<file path="src/rtl/output_buffer_fifo_if.sv">
// Signal bundle for output_buffer_fifo: en/data write side, valid/ready read side and status.
// almost_full is part of the bundle only when OUTBUF_AF_EN is defined.
interface output_buffer_fifo_if #(
    parameter int DATA_W = 8,
    parameter int SLOTS  = 5
);
    localparam int CW = $clog2(SLOTS + 1);

    logic              en;
    logic [DATA_W-1:0] data;
    logic              data_stored;
    logic              full;
    logic              empty;
    logic              rd_ready;
    logic              rd_valid;
    logic [DATA_W-1:0] rd_data;
    logic [CW-1:0]     count;
    logic              overflow;
    logic              clr_ovf;

`ifdef OUTBUF_AF_EN
    logic              almost_full;

    modport master (
        output en, data, rd_ready, clr_ovf,
        input  data_stored, full, empty, rd_valid, rd_data, count, overflow, almost_full
    );

    modport slave (
        input  en, data, rd_ready, clr_ovf,
        output data_stored, full, empty, rd_valid, rd_data, count, overflow, almost_full
    );
`else
    modport master (
        output en, data, rd_ready, clr_ovf,
        input  data_stored, full, empty, rd_valid, rd_data, count, overflow
    );

    modport slave (
        input  en, data, rd_ready, clr_ovf,
        output data_stored, full, empty, rd_valid, rd_data, count, overflow
    );
`endif
endinterface

</file>
<file path="src/rtl/output_buffer_fifo.sv">
// Router output-port FIFO: SLOTS-entry circular store, show-ahead valid/ready read side,
// occupancy count and sticky overflow. Define OUTBUF_AF_EN to add a registered almost_full.
module output_buffer_fifo #(
    parameter int DATA_W   = 8,
    parameter int SLOTS    = 5
`ifdef OUTBUF_AF_EN
    ,
    parameter int AF_LEVEL = 4
`endif
) (
    input  logic                 clk,
    input  logic                 rst,
    output_buffer_fifo_if.slave  bus
);

    localparam int CW = $clog2(SLOTS + 1);
    localparam int PW = $clog2(SLOTS);
    localparam logic [PW-1:0] PTR_LAST = PW'(SLOTS - 1);
    localparam logic [CW-1:0] CNT_FULL = CW'(SLOTS);

    logic [DATA_W-1:0] mem_q [SLOTS];
    logic [PW-1:0]     wr_ptr_q, wr_ptr_d;
    logic [PW-1:0]     rd_ptr_q, rd_ptr_d;
    logic [CW-1:0]     count_q, count_d;
    logic              data_stored_q, data_stored_d;
    logic              overflow_q, overflow_d;
    logic              full_s, empty_s;
    logic              wr_acc_s, rd_acc_s, drop_s;
    logic [DATA_W-1:0] rd_data_s;

    // SLOTS need not be a power of two, so wrap by compare rather than by overflow
    function automatic logic [PW-1:0] ptr_inc(input logic [PW-1:0] p);
        if (p == PTR_LAST) begin
            ptr_inc = {PW{1'b0}};
        end else begin
            ptr_inc = p + PW'(1'b1);
        end
    endfunction

    // Handshake decode and next-state for pointers, count and flags
    always_comb begin
        full_s        = (count_q == CNT_FULL);
        empty_s       = (count_q == {CW{1'b0}});
        rd_acc_s      = !empty_s && bus.rd_ready;
        wr_acc_s      = bus.en && (!full_s || rd_acc_s);
        drop_s        = bus.en && !wr_acc_s;
        data_stored_d = wr_acc_s;

        if (wr_acc_s) begin
            wr_ptr_d = ptr_inc(wr_ptr_q);
        end else begin
            wr_ptr_d = wr_ptr_q;
        end

        if (rd_acc_s) begin
            rd_ptr_d = ptr_inc(rd_ptr_q);
        end else begin
            rd_ptr_d = rd_ptr_q;
        end

        case ({wr_acc_s, rd_acc_s})
            2'b10:   count_d = count_q + CW'(1'b1);
            2'b01:   count_d = count_q - CW'(1'b1);
            default: count_d = count_q;
        endcase

        // A drop in the same cycle as a clear must still be reported
        if (drop_s) begin
            overflow_d = 1'b1;
        end else if (bus.clr_ovf) begin
            overflow_d = 1'b0;
        end else begin
            overflow_d = overflow_q;
        end
    end

    // Show-ahead head entry, forced to zero while nothing is held
    always_comb begin
        if (!empty_s) begin
            rd_data_s = mem_q[rd_ptr_q];
        end else begin
            rd_data_s = {DATA_W{1'b0}};
        end
    end

    // Control state registers
    always_ff @(posedge clk or posedge rst) begin
        if (rst) begin
            wr_ptr_q      <= {PW{1'b0}};
            rd_ptr_q      <= {PW{1'b0}};
            count_q       <= {CW{1'b0}};
            data_stored_q <= 1'b0;
            overflow_q    <= 1'b0;
        end else begin
            wr_ptr_q      <= wr_ptr_d;
            rd_ptr_q      <= rd_ptr_d;
            count_q       <= count_d;
            data_stored_q <= data_stored_d;
            overflow_q    <= overflow_d;
        end
    end

    // Storage array; popped entries keep their contents until overwritten
    always_ff @(posedge clk or posedge rst) begin
        if (rst) begin
            for (int i = 0; i < SLOTS; i++) begin
                mem_q[i] <= {DATA_W{1'b0}};
            end
        end else if (wr_acc_s) begin
            mem_q[wr_ptr_q] <= bus.data;
        end
    end

    assign bus.data_stored = data_stored_q;
    assign bus.full        = full_s;
    assign bus.empty       = empty_s;
    assign bus.rd_valid    = !empty_s;
    assign bus.rd_data     = rd_data_s;
    assign bus.count       = count_q;
    assign bus.overflow    = overflow_q;

`ifdef OUTBUF_AF_EN
    logic almost_full_q;

    // Threshold taken from the next-state count so it moves in the same edge as count
    always_ff @(posedge clk or posedge rst) begin
        if (rst) begin
            almost_full_q <= 1'b0;
        end else begin
            almost_full_q <= (count_d >= CW'(AF_LEVEL));
        end
    end

    assign bus.almost_full = almost_full_q;
`endif

endmodule
</file>
<file path="src/flat_wrapper.sv">
// flat-port wrapper written by rule: the top's interface ports become plain ports
module output_buffer_fifo_flat 
#(
    parameter int DATA_W   = 8,
    parameter int SLOTS    = 5

)
  (clk, rst, bus_en, bus_data, bus_rd_ready, bus_clr_ovf, bus_data_stored, bus_full, bus_empty, bus_rd_valid, bus_rd_data, bus_count, bus_overflow);
  output_buffer_fifo_if #(.DATA_W(DATA_W), .SLOTS(SLOTS)) bus_i ();
  input  logic clk;
  input  logic rst;
  input wire logic [$bits(bus_i.en)-1:0] bus_en;
  input wire logic [$bits(bus_i.data)-1:0] bus_data;
  input wire logic [$bits(bus_i.rd_ready)-1:0] bus_rd_ready;
  input wire logic [$bits(bus_i.clr_ovf)-1:0] bus_clr_ovf;
  output wire logic [$bits(bus_i.data_stored)-1:0] bus_data_stored;
  output wire logic [$bits(bus_i.full)-1:0] bus_full;
  output wire logic [$bits(bus_i.empty)-1:0] bus_empty;
  output wire logic [$bits(bus_i.rd_valid)-1:0] bus_rd_valid;
  output wire logic [$bits(bus_i.rd_data)-1:0] bus_rd_data;
  output wire logic [$bits(bus_i.count)-1:0] bus_count;
  output wire logic [$bits(bus_i.overflow)-1:0] bus_overflow;
  assign bus_i.en = bus_en;
  assign bus_i.data = bus_data;
  assign bus_i.rd_ready = bus_rd_ready;
  assign bus_i.clr_ovf = bus_clr_ovf;
  assign bus_data_stored = bus_i.data_stored;
  assign bus_full = bus_i.full;
  assign bus_empty = bus_i.empty;
  assign bus_rd_valid = bus_i.rd_valid;
  assign bus_rd_data = bus_i.rd_data;
  assign bus_count = bus_i.count;
  assign bus_overflow = bus_i.overflow;
  output_buffer_fifo #(.DATA_W(DATA_W), .SLOTS(SLOTS)) u_core (.clk(clk), .rst(rst), .bus(bus_i));
endmodule
</file>
<file path="config.mk">
export PLATFORM = sky130hd
export DESIGN_NAME = output_buffer_fifo_flat
export DESIGN_NICKNAME = d
export VERILOG_FILES = /design/src/rtl/output_buffer_fifo_if.sv /design/src/rtl/output_buffer_fifo.sv /design/src/flat_wrapper.sv
export SDC_FILE = /design/constraint.sdc
export NUM_CORES = 1
export LEC_CHECK = 0
export ABC_AREA = 1
export BUFFER_PORTS_ARGS = -buffer_cell sky130_fd_sc_hd__buf_4
export CORE_MARGIN = 3
export CORE_UTILIZATION = 62
export DETAILED_ROUTE_END_ITERATION = 16
export PLACE_DENSITY_LB_ADDON = 0.1
export SLEW_MARGIN = 15
export SYNTH_ARGS = -nofsm -noshare
export SYNTH_HDL_FRONTEND = slang
export SYNTH_SLANG_ARGS = --single-unit
</file>
<file path="constraint.sdc">
create_clock -name clk -period 5.2 [get_ports clk]
set_input_delay 0.78 -clock clk [delete_from_list [all_inputs] [get_ports clk]]
set_output_delay 0.78 -clock clk [all_outputs]
set_load 0.01 [all_outputs]
</file>
==> flow_summary.yaml <==
run_status:
  status: "finished, final reports clean"
timing:
  finalHoldViolations: 0
  period_needed_ns: 2.789
  tightestPinTransition_ns: 0.6282
  fmax_ghz: 0.3586
  rsz0062_at_grt: "false"
  fin_tns_setup_ns: 0
  drv_slew: 0
  finalSetupViolations: 0
  finalCritPeriodShare_pct: 53.63
  clock_skew_ns: 0.003801
  timing.slew.headroom_pct: 58.12
clock_tree:
  cts.clk_slew.worst_paths_ns: 0.09
  cts.repair.resized: 0
  cts-buffers-inserted: 5
  cts_sinks: 51
  clkLatencyLatePin_ns: 0.31
  ctsHoldBuffers: 0
  root_buffer: "clkbuf_8"
  cts_setup_buffers: 0
  cts_tree: "built"
  cts_max_level: 2
  clk_path_buf_depth: 2
critical_path:
  cp_common_cell: "nand2_1"
  r2r_cells: 8
  slowest_stage: "dfrtp_1"
  cp_cell_sequence: "inv_2 -> nand2_1 -> nand3_1 -> nand2_1 -> nand2_1 -> a21oi_1 -> buf_4"
  arrival_ns: 2.01
  crit_required_ns: 4.42
  slowest_delay_ns: 0.75
  crit_type: "reg -> out"
  setup.worst_path.start_class: "register"
  regToRegEndpoint: "u_core.bus.count[2]"
  r2r_slack_ns: 3.06
  path_max_fanout: 19
  crit_path_end_kind: "output port"
  r2r_start: "u_core.bus.count[0]"
detailed_routing:
  postRouteAntennaNets: 0
  vias: 2119
  drt-total-wl_mm: 5.609
  drt-wirelength-per-cell_um: 13.88
  drtIter0Drc: 143
  via_per_inst: 5.245
  drcViolationCount: 0
  drt_first_pass_iters: 5
synth:
  ys_top_cells_by_area: "dfrtp_1 48%, nand2_1 15%, inv_1 7.2%"
  synthSimpleGateAreaFrac_pct: 23.60
  ys.flop_type: "dfrtp_1"
  synthMuxAreaShare_pct: 0
  syn_area_um2: 2645
  synth_seq_cells: 51
  synthAdderAreaFrac_pct: 3.122
  synth_top_cell_area_share_pct: 48.25
  synth-seq-area-share_pct: 48.25
  ys_top_cells_by_count: "105 x nand2_1, 51 x dfrtp_1, 51 x inv_1"
  synth_compound_area_share_pct: 13.06
  synthDistinctLibCells: 22
  synth-edff-count: 0
  async_reset_ff_share_pct: 100.0
  synth_top_family_by_area: "simple AND/OR/NAND/NOR gates"
  yosysMostFrequentCell: "nand2_1"
  synth_nets: 345
  yosysTopAreaCell: "dfrtp_1"
  synth_cells: 326
  synthXorXnorAreaFrac_pct: 0.6623
  ys.warnings.count: 0
  syn_area_per_cell_um2: 8.114
placed_design:
  hpwlAfterDp_mm: 3.811
  place_congestion: 0.8616
  io_buffers: 28
  place_area_um2: 2840
min_path:
  hold_depth: 2
  hold_start: "u_core.mem_q[31]"
  hold_end: "u_core.mem_q[31]"
  hp-class: "reg -> reg"
flow_run:
  cap_violations: 0
finish:
  syn_to_final_growth_pct: 11.83
  finalNetCount: 372
  drive_above_1_share_pct: 17.23
  post-route-cell-area_um2: 2958
  antenna_cells: 0
die:
  start_util_pct: 65.19
  dieWidth_um: 71.32
  die_area_um2: 5086
  die_h_um: 71.32
  core_area_um2: 4058
  num_rows: 23
  io_pins: 29
power_and_ir_drop:
  ir_worst_vdd_uv: 274.7
  leakage_nw: 1.547
  power_density_nw_per_um2: 640.3
global_routing:
  grt_use_total_pct: 24.06
  grt_max_degree: 52
  antenna_found_initial: 0
  overflow: 0
  grt_pass1_vias: 2028
  grt_pass1_wl_mm: 9.577
==> registers in the layout, summed over array words and instances, names as in the netlist <==
register	flops
u_core.bus.overflow	1
u_core.bus.data_stored	1
u_core.bus.count	3
u_core.wr_ptr_q	3
u_core.mem_q	40
u_core.rd_ptr_q	3
==> where the power goes <==
group	leakage (nW)	internal [mW]	switching (mW)
Sequential	0.639	0.579	0.157
Combinational	0.847	0.360	0.513
Clock	0.0612	0.156	0.129
Total	1.55	1.09	0.799
==> layout by cell type (no fill, tap or decap), types with 4 or more instances in the layout <==
cell type,count
o21ai_0,9
a21oi_1,11
nand3_2,5
clkbuf_8,6
buf_4,30
o21ai_2,12
inv_1,50
dfrtp_1,51
inv_2,4
nor2_1,6
nand2_1,105
nor3_1,4
ha_1,5
o21ai_1,28
nand3_1,20
==> critical path, delay by kind of cell, from the launching register on <==
family                 cells  cell delay, ns
flip-flops                 1            0.75
buffers and inverters      2            0.45
AND/OR/NAND/NOR            4            0.31
AO/OA/AOI/OAI              1            0.19
==> cell families after synthesis <==
kind of cell	count (synthesis)
and+or+nand+nor	142
DFF	51
adders and majority gates	6
AOI/OAI and AO/OA	60
xor gates and xnor gates	2
buffers and inverters	65
==> per-layer routing <==
metal,vias to the layer above,track usage (%),part of all wire [%]
met2,61,37.24,48
met1,973,33.27,44
met3,13,5.049,5.7
li1,1072,-,-
met4,0,9.812,2.3
met5,-,0,0
==> stage by stage <==
step / hold WS, ns / power, mW / utilization (%) / worst slack [ns] / instances
final: 0.4908 / 1.894 / 72.90 / 2.411 / 404
after global routing: 0.5159 / 2.060 / 72.90 / 2.206 / 404
after CTS: 0.4923 / 1.902 / 72.90 / 2.411 / 404
after detailed placement: 0.4700 / 1.608 / 70.00 / 2.660 / 396
after global placement: 0.4677 / 1.580 / 70.00 / 2.738 / 396
after floorplan: 0.4550 / 1.353 / - / 2.969 / 326
==> area by class of cell <==
type                    instances  area [µm²]
flip-flops and latches         51        1276
fillers                       332        1100
multi-input cells             210        1070
repair buffers                 30       225.2
inverters                      55       206.4
clock buffers                   6       82.58
well taps                      50       62.56
clock inverters                 2       35.03
==> how the worst max path moves through the flow <==
stage	cells after the start	end	from
2_1_floorplan	9	u_core.bus.count[2]	bus_rd_ready
3_3_place_gp	10	u_core.bus.count[2]	bus_rd_ready
5_1_grt	7	bus_rd_data[4]	u_core.rd_ptr_q[0]
3_5_place_dp	10	u_core.bus.count[2]	bus_rd_ready
6_report	7	bus_rd_data[4]	u_core.rd_ptr_q[0]
4_1_cts	7	bus_rd_data[3]	u_core.rd_ptr_q[0]
Note: power is estimated with default switching activity, not from simulation.
